File: src/rtl/channel_pkg.sv
// Shared definitions for the channel receive path: link health states,
// per-byte error classification and the link monitor thresholds.
package channel_pkg;

    // Link health as reported to software
    typedef enum logic [1:0] {
        LINK_OK       = 2'b00,
        LINK_DEGRADED = 2'b01,
        LINK_FAILED   = 2'b10
    } link_state_t;

    // Classification of one incoming byte from the error-correcting channel
    typedef enum logic [1:0] {
        BYTE_CLEAN  = 2'b00,
        BYTE_CORR   = 2'b01,
        BYTE_UNCORR = 2'b10
    } byte_class_t;

    // Consecutive uncorrectable bytes that push a degraded link to failed
    localparam int DEGRADE_FAIL_THRESH = 3;

    // Consecutive clean bytes that bring a degraded link back to OK
    localparam int RECOVER_THRESH = 16;

    // A "corrected" flag without a detection is meaningless, so such a byte
    // is treated as clean.
    function automatic byte_class_t classify(input logic det, input logic corr);
        byte_class_t result;
        if (!det) begin
            result = BYTE_CLEAN;
        end else if (corr) begin
            result = BYTE_CORR;
        end else begin
            result = BYTE_UNCORR;
        end
        return result;
    endfunction

endpackage

File: src/rtl/channel_rx_buffer_sat_counter.sv
// Saturating statistics counter: holds at all-ones instead of wrapping.
// Clear takes priority over a same-cycle increment.
module sat_counter #(
    parameter int CNT_W = 16
) (
    input  logic             clk,
    input  logic             rst,
    input  logic             clr,
    input  logic             inc,
    output logic [CNT_W-1:0] count
);

    // Count up on inc, stick at the maximum value, clear on reset or clr
    always_ff @(posedge clk) begin
        if (!rst || clr) begin
            count <= '0;
        end else if (inc && (count != '1)) begin
            count <= count + CNT_W'(1);
        end
    end

endmodule

File: src/rtl/channel_rx_buffer.sv
// Receive buffer behind the error-correcting data channel: a show-ahead FIFO
// for usable bytes, saturating error/overflow statistics, and a small link
// health monitor driven by the per-byte error classification.
module channel_rx_buffer #(
    parameter int DEPTH = 8,
    parameter int CNT_W = 16
) (
    input  logic                     clk,
    input  logic                     rst,
    input  logic                     in_valid,
    input  logic [7:0]               in_data,
    input  logic                     in_err_det,
    input  logic                     in_err_corr,
    output logic                     out_valid,
    output logic [7:0]               out_data,
    input  logic                     out_ready,
    output logic [$clog2(DEPTH):0]   level,
    input  logic                     clr_stats,
    output logic [CNT_W-1:0]         cnt_corr,
    output logic [CNT_W-1:0]         cnt_uncorr,
    output logic [CNT_W-1:0]         cnt_ovf,
    output logic [1:0]               link_state
);

    import channel_pkg::*;

    localparam int PTR_W    = $clog2(DEPTH);
    localparam int LVL_W    = PTR_W + 1;
    localparam int CONSEC_W = $clog2(DEGRADE_FAIL_THRESH + 1);
    localparam int RUN_W    = $clog2(RECOVER_THRESH + 1);

    logic [7:0]       mem [DEPTH];
    logic [PTR_W-1:0] wr_ptr;
    logic [PTR_W-1:0] rd_ptr;
    logic [LVL_W-1:0] level_q;

    byte_class_t in_class;
    logic        fifo_full;
    logic        fifo_empty;
    logic        pop;
    logic        storable;
    logic        wr_en;
    logic        ovf_inc;
    logic        corr_inc;
    logic        uncorr_inc;

    link_state_t          state_q;
    link_state_t          state_d;
    logic [CONSEC_W-1:0]  consec_q;
    logic [CONSEC_W-1:0]  consec_d;
    logic [RUN_W-1:0]     run_q;
    logic [RUN_W-1:0]     run_d;

    // Classify the incoming byte and derive the FIFO handshake decisions.
    // Writing into a full FIFO is allowed when the head leaves in the same
    // cycle, since the freed slot is exactly the one being written.
    always_comb begin
        in_class   = classify(in_err_det, in_err_corr);
        fifo_full  = (level_q == LVL_W'(DEPTH));
        fifo_empty = (level_q == '0);
        pop        = !fifo_empty && out_ready;
        storable   = in_valid && (in_class != BYTE_UNCORR);
        wr_en      = storable && (!fifo_full || pop);
        ovf_inc    = storable && fifo_full && !pop;
        corr_inc   = in_valid && (in_class == BYTE_CORR);
        uncorr_inc = in_valid && (in_class == BYTE_UNCORR);
    end

    // Pointer and occupancy bookkeeping; pointers wrap naturally at DEPTH
    always_ff @(posedge clk) begin
        if (!rst) begin
            wr_ptr  <= '0;
            rd_ptr  <= '0;
            level_q <= '0;
        end else begin
            if (wr_en) begin
                wr_ptr <= wr_ptr + PTR_W'(1);
            end
            if (pop) begin
                rd_ptr <= rd_ptr + PTR_W'(1);
            end
            case ({wr_en, pop})
                2'b10:   level_q <= level_q + LVL_W'(1);
                2'b01:   level_q <= level_q - LVL_W'(1);
                default: level_q <= level_q;
            endcase
        end
    end

    // Storage array; a byte arriving during reset is discarded
    always_ff @(posedge clk) begin
        if (rst && wr_en) begin
            mem[wr_ptr] <= in_data;
        end
    end

    // Show-ahead head of the FIFO, forced to zero while empty so stale
    // storage never leaks to the consumer
    always_comb begin
        out_valid = !fifo_empty;
        out_data  = fifo_empty ? 8'h00 : mem[rd_ptr];
        level     = level_q;
    end

    sat_counter #(.CNT_W(CNT_W)) u_cnt_corr (
        .clk   (clk),
        .rst   (rst),
        .clr   (clr_stats),
        .inc   (corr_inc),
        .count (cnt_corr)
    );

    sat_counter #(.CNT_W(CNT_W)) u_cnt_uncorr (
        .clk   (clk),
        .rst   (rst),
        .clr   (clr_stats),
        .inc   (uncorr_inc),
        .count (cnt_uncorr)
    );

    sat_counter #(.CNT_W(CNT_W)) u_cnt_ovf (
        .clk   (clk),
        .rst   (rst),
        .clr   (clr_stats),
        .inc   (ovf_inc),
        .count (cnt_ovf)
    );

    // Link monitor next state. Only valid bytes move the run counters:
    // an uncorrectable byte extends the uncorrectable run and breaks the clean
    // run, a corrected byte breaks both, a clean byte breaks the uncorrectable
    // run and extends the clean run while degraded. FAILED never leaves here.
    always_comb begin
        state_d  = state_q;
        consec_d = consec_q;
        run_d    = run_q;
        if (in_valid) begin
            case (in_class)
                BYTE_UNCORR: begin
                    run_d = '0;
                    if (int'(consec_q) < DEGRADE_FAIL_THRESH) begin
                        consec_d = consec_q + CONSEC_W'(1);
                    end
                    if (state_q == LINK_OK) begin
                        state_d = LINK_DEGRADED;
                    end else if ((state_q == LINK_DEGRADED) &&
                                 (int'(consec_q) + 1 >= DEGRADE_FAIL_THRESH)) begin
                        state_d = LINK_FAILED;
                    end
                end
                BYTE_CORR: begin
                    consec_d = '0;
                    run_d    = '0;
                end
                default: begin
                    consec_d = '0;
                    if (state_q == LINK_DEGRADED) begin
                        if (int'(run_q) + 1 >= RECOVER_THRESH) begin
                            state_d = LINK_OK;
                            run_d   = '0;
                        end else begin
                            run_d = run_q + RUN_W'(1);
                        end
                    end else begin
                        run_d = '0;
                    end
                end
            endcase
        end
    end

    // Link monitor registers; clearing statistics also restores a healthy link
    always_ff @(posedge clk) begin
        if (!rst || clr_stats) begin
            state_q  <= LINK_OK;
            consec_q <= '0;
            run_q    <= '0;
        end else begin
            state_q  <= state_d;
            consec_q <= consec_d;
            run_q    <= run_d;
        end
    end

    assign link_state = state_q;

endmodule

File: config.mk
export PLATFORM = sky130hd
export DESIGN_NAME = channel_rx_buffer
export DESIGN_NICKNAME = d
export VERILOG_FILES = /design/src/rtl/channel_pkg.sv /design/src/rtl/channel_rx_buffer_sat_counter.sv /design/src/rtl/channel_rx_buffer.sv
export SDC_FILE = /design/constraint.sdc
export NUM_CORES = 1
export LEC_CHECK = 0
export BUFFER_PORTS_ARGS = -buffer_cell sky130_fd_sc_hd__buf_2
export CORE_MARGIN = 2
export CORE_UTILIZATION = 55
export CTS_CLUSTER_DIAMETER = 200
export DETAILED_ROUTE_END_ITERATION = 10
export HOLD_SLACK_MARGIN = 0.06
export PLACE_DENSITY = 0.82
export SETUP_SLACK_MARGIN = 0.4
export SYNTH_ARGS = -nofsm -noshare
export SYNTH_HDL_FRONTEND = slang
export SYNTH_SLANG_ARGS = --single-unit
File: constraint.sdc
create_clock -name clk -period 4.4 [get_ports clk]
set_input_delay 0.22 -clock clk [delete_from_list [all_inputs] [get_ports clk]]
set_output_delay 0.22 -clock clk [all_outputs]
set_load 0.02 [all_outputs]
==> results.yml, run 1 <==
outcome:
  run_status: "finished, final reports clean"
drt:
  antenna_violating_nets_post_route: 0
  detailroute.via_count: 4383
  drt_first_pass_iters: 5
  via_density: 5.83
  totalWireLength_mm: 12.5
  drt_drc_violations_left: 0
  drt_first_iter_violations: 244
  route.detailed.wl_per_inst_um: 16.7
placement:
  globalplace.congestion: 0.887
  port_buffers: 77
  dpl.cell_count: 710
  detailed_place_hpwl_mm: 8.54
cts:
  ctsResizeCount: 0
  clock_tree.buffer_depth: 2
  clkSinkCount: 134
  clockRootBuffer: "clkbuf_8"
  cts_inserted_buffers: 17
  h-tree-depth: 4
  clock_tree_from_tritoncts: "done"
  clk_latency_ns: 0.52
  clk_transition_reported_paths_ns: 0.06
global_route:
  overflow: 0
  wire_length_of_the_first_global_routing_pass_mm: 20.2
  grtUsageTotal: 0.229
  largest_net_degree_at_the_start_of_global_routing: 56
  grt_antenna_before_repair: 0
  grt_pass1_vias: 4165
logic_synthesis:
  synth.lib_cells_used.distinct: 55
  ys_async_sr_fraction: 0
  post_synth_instance_area_sq_um: 5920
  netlist_instances: 515
  number_of_enable_flip_flop_cells_after_synthesis: 64
  synth.largest_area_cell: "edfxtp_1"
  yosys.area.top_type_share: 0.325
  yosys-top-cells-area: "edfxtp_1 32%, dfxtp_1 24%, mux4_2 6.1%"
  synth.avg_cell_area_sq_um: 11.5
  synth_seq_cells: 134
  synth_sequential_area_ratio: 0.561
  ys_warn_count: 0
  synth_ff_type: "dfxtp_1"
  syn_nets: 540
timing:
  min_period_over_period: 0.637
  hold_viol: 0
  setup_tns_ns: 0
  report.final.slew_viol_count: 0
  post-route-min-period_ns: 2.80
  finalClockSkew_ns: 0.0116
  timing.max_slew.rel_slack: 0.213
  tightest_slew_ns: 1.17
  fmaxAchievable_mhz: 357
  grt_setup_unrepaired: "no"
  setup_violation_total_in_the_final_timing_report: 0
floorplan:
  start_util: 0.571
  die-width_um: 108
  floorplan.io_pins: 78
  floorplan.rows: 37
  die_h_um: 108
  core_area_sq_um: 10400
  die-area_sq_um: 11600
worst_setup_path:
  arrival_ns: 2.58
  cpMaxStageDelayCell: "dfxtp_1"
  slowest_delay_ns: 1.02
  critical_path_required_ns: 4.18
  crit_path_capture_type: "primary output"
  worstSetupStartpointType: "flop"
  timing.critical_path.cells: "mux4_2 -> mux2i_1 -> nor2_1 -> buf_2"
  setup.worst_path.class: "flop to primary output"
  crit_path_max_fanout: 16
  ff2ff_setup_slack_ns: 1.86
finish:
  design.final.nets: 628
  antennaDiodeCount: 0
  multi_input_area_sq_um: 2460
  register_area_sq_um: 3320
  fill_cells: 774
  final-instance-count-excl-fill: 752
  post_route_cells_drive_above_1_share: 0.232
  area_growth_pct: 19.3
  final_core_util: 0.681
run:
  max-cap-violations: 0
pwr:
  p_clk_frac: 0.378
  cell_internal_pwr_w: 0.00238
  power.density_nw_per_um2: 478
  switchingPower_w: 0.000997
  seqPwrFrac: 0.432
  sw_frac_of_total: 0.295
  power.combinational.fraction: 0.190
  vdd.ir_drop.worst_mv: 0.339
  total_leakage_power_nw: 2.49
worst_hold_path:
  hold_path_class: "input pin to flop"
## repair_timing
item / in CTS / in global routing
setup buffers: 0 / 0
hold buffers: 9 / 0
setup endpoints to repair: 0 / 0
endpoints found under the hold margin: 66 / 0
## critical path, delay by kind of cell (launching register included)
kind	cells	cell delay, ns
DFF	1	1.02
muxes	2	0.79
and+or+nand+nor	1	0.06
buffers and inverters	1	0.20
## path summary, 6_finish.rpt
| check | start | cells after the start | to |
|---|---|---|---|
| worst max-delay path | flop | 4 | out_data[4] |
| worst min-delay path | rst | 2 | wr_ptr[1]$_SDFFE_PN0P_ |
| worst max register to register | level[0]$_SDFFE_PN0P_ | 8 | level[2]$_SDFFE_PN0P_ |
| worst min register to register | rd_ptr[1]$_SDFFE_PN0N_ | 2 | flop |
## placed cells by master (no fill, tap or decap), types with 11 or more instances in the layout
| master | netlist | layout |
|---|---|---|
| nand4_1 | 17 | 17 |
| xnor2_1 | 33 | 33 |
| mux4_2 | 16 | 16 |
| a21oi_1 | 19 | 19 |
| nand2_1 | 28 | 28 |
| edfxtp_1 | 64 | 64 |
| nor2_1 | 54 | 54 |
| o21ai_0 | 14 | 14 |
| nor3_1 | 22 | 22 |
| dfxtp_1 | 70 | 70 |
| nand3_1 | 19 | 19 |
| nor4_1 | 18 | 18 |
| mux2i_1 | 11 | 11 |
| buf_2 | 3 | 77 |
| clkbuf_16 | 0 | 16 |
## registers in the layout (all words and copies together) (netlist names), named ones only
| register | cells |
|---|---|
| level | 4 |
| mem | 64 |
| rd_ptr | 3 |
| link_state | 2 |
| u_cnt_ovf.count | 16 |
| run_q | 5 |
| consec_q | 2 |
| u_cnt_uncorr.count | 16 |
| u_cnt_corr.count | 16 |
| wr_ptr | 3 |
## logic make-up (layout without fill, tap and decap cells)
| group | count (synthesis) | after routing | share of synthesized area |
|---|---|---|---|
| adder cells (fa/ha/maj) | 10 | 10 | 0.0211 |
| flip-flops | 134 | 134 | 0.561 |
| AO/OA/AOI/OAI | 50 | 50 | 0.0524 |
| AND/OR/NAND/NOR | 221 | 221 | 0.204 |
| buffers and inverters | 33 | 134 | 0.0230 |
| multiplexers | 27 | 27 | 0.0795 |
| XOR/XNOR | 40 | 40 | 0.0592 |
## metal layers
metal  vias up  part of all wire  global-route usage
met1      2162              0.42               0.276
li1       2098                 -                   -
met2       113              0.52               0.392
met3        10             0.044              0.0660
met5         -                 0                   0
met4         0             0.012              0.0760
## power groups by stage
stage	sequential (W)	clock (W)	combinational [W]
after floorplan	0.00144	0	0.000495
after global placement	0.00148	0	0.000611
after detailed placement	0.00149	0	0.000633
after CTS	0.00146	0.00129	0.000647
after global routing	0.00147	0.00136	0.000691
final	0.00146	0.00128	0.000643
## area by class of cell
class                   count  share of cell area
flip-flops and latches    134               0.471
clock inverters            15              0.0182
repair buffers             93              0.0748
clock buffers              17              0.0586
multi-input cells         348               0.349
inverters                   9             0.00478
well taps                 136              0.0241
## synthesized netlist by cell type (3+ instances only)
cell type,count
nand3b_1,3
nor3b_1,3
xnor2_1,33
buf_1,4
edfxtp_1,64
buf_2,3
xor2_1,7
nand3_1,19
dfxtp_1,70
and3_1,8
inv_1,9
nand4_1,17
and4_1,3
a21oi_1,19
or3_1,10
mux4_2,16
a31oi_1,3
clkbuf_1,15
and2_1,8
nor2_1,54
nand2_1,28
nor3_1,22
mux2i_1,11
nor4b_1,4
ha_1,10
nor2b_1,6
nor4_1,18
o21ai_0,14
## per-stage QoR
stage / area (sq um) / hold slack (ns) / power (W) / setup WS, ns
floorplan: 5920 / 0.319 / 0.00194 / 1.96
global placement: 6420 / 0.481 / 0.00209 / 1.98
detailed placement: 6420 / 0.498 / 0.00212 / 1.81
CTS: 7050 / 0.0868 / 0.00340 / 1.50
global route: 7060 / 0.105 / 0.00352 / 1.35
finish: 7060 / 0.115 / 0.00338 / 1.60
Note: power is estimated with default switching activity, not from simulation.
==> run 2: changes to the inputs <==
==> constraint.sdc (replaced) <==
create_clock -name clk -period 2.9 [get_ports clk]
set_input_delay 0.145 -clock clk [delete_from_list [all_inputs] [get_ports clk]]
set_output_delay 0.145 -clock clk [all_outputs]
set_load 0.02 [all_outputs]
==> run 2 against run 1 <==
Design area up 1.7%. Final cell count rose by 1.7%. Worst setup slack worse by 1.1 ns. Count of clock-buffer cells in the layout unchanged.
==> results.yml, run 2 (same netlist as run 1, synthesis figures left out) <==
outcome:
  run_status: "finished, final reports clean"
global_route:
  overflow: 0
  largest_net_degree_at_the_start_of_global_routing: 31
  grtUsageTotal: 0.238
  global_routing_usage_on_met2: 0.397
  grt_most_used_layer: "met2"
  wire_length_of_the_first_global_routing_pass_mm: 21.3
  grt_antenna_before_repair: 0
  groute.layer.met1.usage: 0.297
  gr-usage-met3: 0.0660
  grt_pass1_vias: 4323
worst_setup_path:
  worstSetupStartpointType: "input pin"
  crit_path_max_fanout: 12
  arrival_ns: 2.81
  timing.critical_path.from: "in_err_corr"
  setup.worst_path.class: "input pin to flop"
  critical_path_required_ns: 3.31
  crit_path_capture_type: "flop"
  r2r-start: "level[2]$_SDFFE_PN0P_"
drt:
  drt_drc_violations_left: 0
  detailroute.via_count: 4474
  via_density: 5.85
  totalWireLength_mm: 12.9
  route.detailed.wl_per_inst_um: 16.9
  drt_first_iter_violations: 253
  drt_first_pass_iters: 7
  antenna_violating_nets_post_route: 0
worst_hold_path:
  hold_path_class: "input pin to flop"
  worst_hold_startpoint: "in_err_det"
placement:
  port_buffers: 77
  dpl.cell_count: 719
  globalplace.congestion: 0.851
  detailed_place_hpwl_mm: 8.62
timing:
  post-route-min-period_ns: 2.40
  setup_violation_total_in_the_final_timing_report: 0
  fmaxAchievable_mhz: 417
  tightest_slew_ns: 0.787
  min_period_over_period: 0.827
  timing.max_slew.rel_slack: 0.475
  grt_setup_unrepaired: "no"
  report.final.slew_viol_count: 0
  hold_viol: 0
  finalClockSkew_ns: 0.0103
  setup_tns_ns: 0
cts:
  clk_latency_ns: 0.51
  clkSinkCount: 134
  clk_transition_reported_paths_ns: 0.07
  cts_inserted_buffers: 17
  clock_tree.buffer_depth: 2
  clock_tree_from_tritoncts: "done"
  h-tree-depth: 4
  clockRootBuffer: "clkbuf_8"
finish:
  area_growth_pct: 21.3
  design.final.nets: 641
  largest_reg_flops: 64
  layout.cells.most_common_list: "77 x buf_2, 70 x dfxtp_1, 64 x edfxtp_1"
  final_common_cell: "buf_2"
  final-instance-count-excl-fill: 765
  post_route_cells_drive_above_1_share: 0.245
  regMostFlops: "mem"
  antennaDiodeCount: 0
floorplan:
  floorplan.rows: 37
  start_util: 0.571
  die_h_um: 108
  die-width_um: 108
  die-area_sq_um: 11600
  core_area_sq_um: 10400
  floorplan.io_pins: 78
pwr:
  total_leakage_power_nw: 2.55
  power.density_nw_per_um2: 728
  vdd.ir_drop.worst_mv: 0.444
run:
  max-cap-violations: 0
## run 2: cell count changes in the layout (fill, tap and decap cells not counted), sizes merged
cell,previous run,this run
inv,12,18
bufinv,1,0
buf,83,94
dlygate4sd3,9,12
clkinv,8,2
clkinvlp,3,4
clkbuf,18,17
## run 2: worst max-delay path, cell delays in order
cell           delay, ns
dlygate4sd3_1       0.55
buf_2               0.16
or2b_1              0.38
a21oi_1             0.36
xor2_1              0.13
ha_1                0.23
a2111oi_1           0.43
a31oi_1             0.10
xnor2_1             0.15
and2_1              0.17
## run 2: where the power goes
group	internal, W	switching (W)
logic	0.000491	0.000623
clock network	0.00108	0.000867
registers	0.00205	0.000119
## run 2: final cells by class
| cell class | count | area [sq um] |
|---|---|---|
| Multi-Input combinational cell | 348 | 2480 |
| Inverter | 9 | 33.8 |
| Clock inverter | 15 | 131 |
| Tap cell | 136 | 170 |
| Sequential cell | 134 | 3320 |
| Clock buffer | 17 | 414 |
| Fill cell | 756 | 3190 |
| Timing Repair Buffer | 106 | 633 |
## run 2: path summary, 6_finish.rpt
check	endpoint	slack, ns	depth (start not counted)
max	level[2]$_SDFFE_PN0P_	0.50	10
min	u_cnt_corr.count[2]$_SDFFE_PP0P_	0.08	3
max reg2reg	level[2]$_SDFFE_PN0P_	0.54	8
min reg2reg	run_q[0]$_SDFFE_PP0P_	0.51	2
## run 2: repair_timing
item / CTS / global route
endpoints found under the setup margin: 1 / 1
endpoints found under the hold margin: 81 / 0
buffers inserted: 0 / 2
pin swaps: 0 / 1
gates resized for setup: 1 / 1
hold buffers: 12 / 0
## run 2: per-stage QoR
stage          cell area (sq um)   util  power (W)  setup WS (ns)  hold WS [ns]
2_1_floorplan               5920      -    0.00294          0.462         0.244
3_3_place_gp                6490  0.626    0.00321          0.642         0.410
3_5_place_dp                6490  0.626    0.00325          0.342         0.420
4_1_cts                     7170  0.691    0.00523          0.463        0.0722
5_1_grt                     7180  0.693    0.00545          0.392        0.0989
6_report                    7180  0.693    0.00523          0.501        0.0847
## run 2: routing by layer
| layer | vias to the layer above | wire (um) |
|---|---|---|
| met5 | - | 0 |
| met4 | 0 | 301 |
| met3 | 27 | 719 |
| met2 | 154 | 6490 |
| met1 | 2171 | 5430 |
| li1 | 2122 | - |
==> run 3: changes to the inputs <==
--- a/config.mk
+++ b/config.mk
@@ -7,11 +7,11 @@
 export LEC_CHECK = 0
 export BUFFER_PORTS_ARGS = -buffer_cell sky130_fd_sc_hd__buf_2
 export CORE_MARGIN = 2
-export CORE_UTILIZATION = 55
+export CORE_UTILIZATION = 52
 export CTS_CLUSTER_DIAMETER = 200
 export DETAILED_ROUTE_END_ITERATION = 10
 export HOLD_SLACK_MARGIN = 0.06
-export PLACE_DENSITY = 0.82
+export PLACE_DENSITY = 0.81
 export SETUP_SLACK_MARGIN = 0.4
 export SYNTH_ARGS = -nofsm -noshare
 export SYNTH_HDL_FRONTEND = slang
==> constraint.sdc (replaced) <==
create_clock -name clk -period 1.9 [get_ports clk]
set_input_delay 0.095 -clock clk [delete_from_list [all_inputs] [get_ports clk]]
set_output_delay 0.095 -clock clk [all_outputs]
set_load 0.02 [all_outputs]
==> run 3 against run 2 <==
The flow now finishes with violations (setup timing). Clock power rose by 83%. Sequential share of layout area fell by 9.0 points. Non-clock buffer count rose by 95. Clock skew fell by 0.0018 ns. Sequential cell count did not move. Largest cell class unchanged. Largest power group is now the clock network.
==> results.yml, run 3 (same netlist as run 1, synthesis figures left out) <==
outcome:
  run_status: "finished, violations left"
  violations: "setup timing"
global_route:
  overflow: 0
  wire_length_of_the_first_global_routing_pass_mm: 28.3
  grt_pass1_vias: 5294
  grt_antenna_before_repair: 1
  largest_net_degree_at_the_start_of_global_routing: 35
  grtUsageTotal: 0.297
pwr:
  power.total_w: 0.00992
  vdd.ir_drop.worst_mv: 1.31
  power.density_nw_per_um2: 1070
  total_leakage_power_nw: 3.42
drt:
  totalWireLength_mm: 20.7
  detailroute.via_count: 5338
  drt_first_pass_iters: 5
  drt_first_iter_violations: 534
  route.detailed.wl_per_inst_um: 23.9
  via_density: 6.17
  drt_drc_violations_left: 0
  antenna_violating_nets_post_route: 0
timing:
  min_period_over_period: 1.10
  post-route-min-period_ns: 2.09
  timing.max_slew.rel_slack: 0.442
  hold_viol: 0
  setup_violation_total_in_the_final_timing_report: 13
  tightest_slew_ns: 0.834
  post-route-worst-setup-slack_ns: -0.187
  grt_setup_unrepaired: "yes"
  finalClockSkew_ns: 0.00843
  report.final.slew_viol_count: 0
  fmaxAchievable_mhz: 479
finish:
  final_common_cell: "buf_4"
  layout.cells.most_common_list: "76 x buf_4, 73 x buf_2, 64 x edfxtp_1"
  post_route_cells_drive_above_1_share: 0.554
  final-instance-count-excl-fill: 865
  regMostFlops: "mem"
  design.final.nets: 736
  area_growth_pct: 57.3
  largest_reg_flops: 64
placement:
  port_buffers: 77
  place_worst_setup_slack_ns: 0.0464
  globalplace.congestion: 0.826
  detailed_place_hpwl_mm: 9.09
  dpl.cell_count: 751
run:
  max-cap-violations: 0
cts:
  clk_latency_ns: 0.43
  clock_tree.buffer_depth: 2
  cts_inserted_buffers: 17
  clkSinkCount: 134
  clockRootBuffer: "clkbuf_16"
  clk_transition_reported_paths_ns: 0.07
  h-tree-depth: 4
  clock_tree_from_tritoncts: "done"
floorplan:
  die-width_um: 111
  floorplan.rows: 38
  die-area_sq_um: 12300
  start_util: 0.539
  floorplan.io_pins: 78
  die_h_um: 111
  core_area_sq_um: 11000
worst_setup_path:
  crit_path_capture_type: "flop"
  arrival_ns: 2.41
  critical_path_required_ns: 2.22
  setup.worst_path.class: "flop to flop"
  crit_path_max_fanout: 4
  worstSetupStartpointType: "flop"
worst_hold_path:
  hold_path_class: "input pin to flop"
## run 3: metal layers
metal / GRT usage / wire length [um]
met1: 0.349 / 7370
met5: 0 / 0
met4: 0.126 / 1050
met3: 0.0755 / 1710
met2: 0.519 / 10600
## run 3: cell type report
class | count | area (sq um)
Antenna cell | 1 | 2.50
Clock buffer | 17 | 425
Clock inverter | 15 | 200
Fill cell | 492 | 1670
Inverter | 9 | 33.8
Multi-Input combinational cell | 348 | 3420
Sequential cell | 134 | 3470
Tap cell | 140 | 175
Timing Repair Buffer | 201 | 1580
## run 3: worst max-delay path, cell delays in order, from the launching register on
cell       delay [ns]
dfxtp_4          0.38
o41ai_4          0.42
a21oi_2          0.09
xor2_1           0.18
ha_2             0.24
a2111oi_4        0.28
a31oi_2          0.11
xnor2_1          0.15
and2_1           0.14
## run 3: repair_timing
| item | 4_1_cts | 5_1_grt |
|---|---|---|
| cloned | 2 | 1 |
| pin swaps | 46 | 54 |
| resized for setup | 92 | 83 |
| setup endpoints to repair | 126 | 137 |
| hold buffers | 9 | 0 |
| endpoints found under the hold margin | 67 | 0 |
| buffers inserted | 43 | 26 |
## run 3: path summary, 6_finish.rpt
| kind | from | cells after the start | to | slack, ns |
|---|---|---|---|---|
| max | level[3]$_SDFFE_PN0P_ | 8 | level[2]$_SDFFE_PN0P_ | -0.19 |
| min | in_err_corr | 3 | u_cnt_corr.count[2]$_SDFFE_PP0P_ | 0.10 |
| max reg2reg | level[3]$_SDFFE_PN0P_ | 8 | level[2]$_SDFFE_PN0P_ | -0.19 |
| min reg2reg | run_q[1]$_SDFFE_PP0P_ | 2 | run_q[1]$_SDFFE_PP0P_ | 0.51 |
## run 3: through the flow
stage,hold slack (ns),area [sq um],setup TNS [ns],utilization
2_1_floorplan,0.194,6420,-0.704,-
3_3_place_gp,0.367,7200,0,0.656
3_5_place_dp,0.370,7200,0,0.656
4_1_cts,0.0629,8690,-0.551,0.791
5_1_grt,0.127,9310,-1.86,0.848
6_report,0.102,9310,-1.11,0.848
## run 3: where the power goes
group,switching [W],internal [W]
clock,0.00135,0.00221
sequential,0.000186,0.00312
combinational,0.00156,0.00149
total,0.00310,0.00682
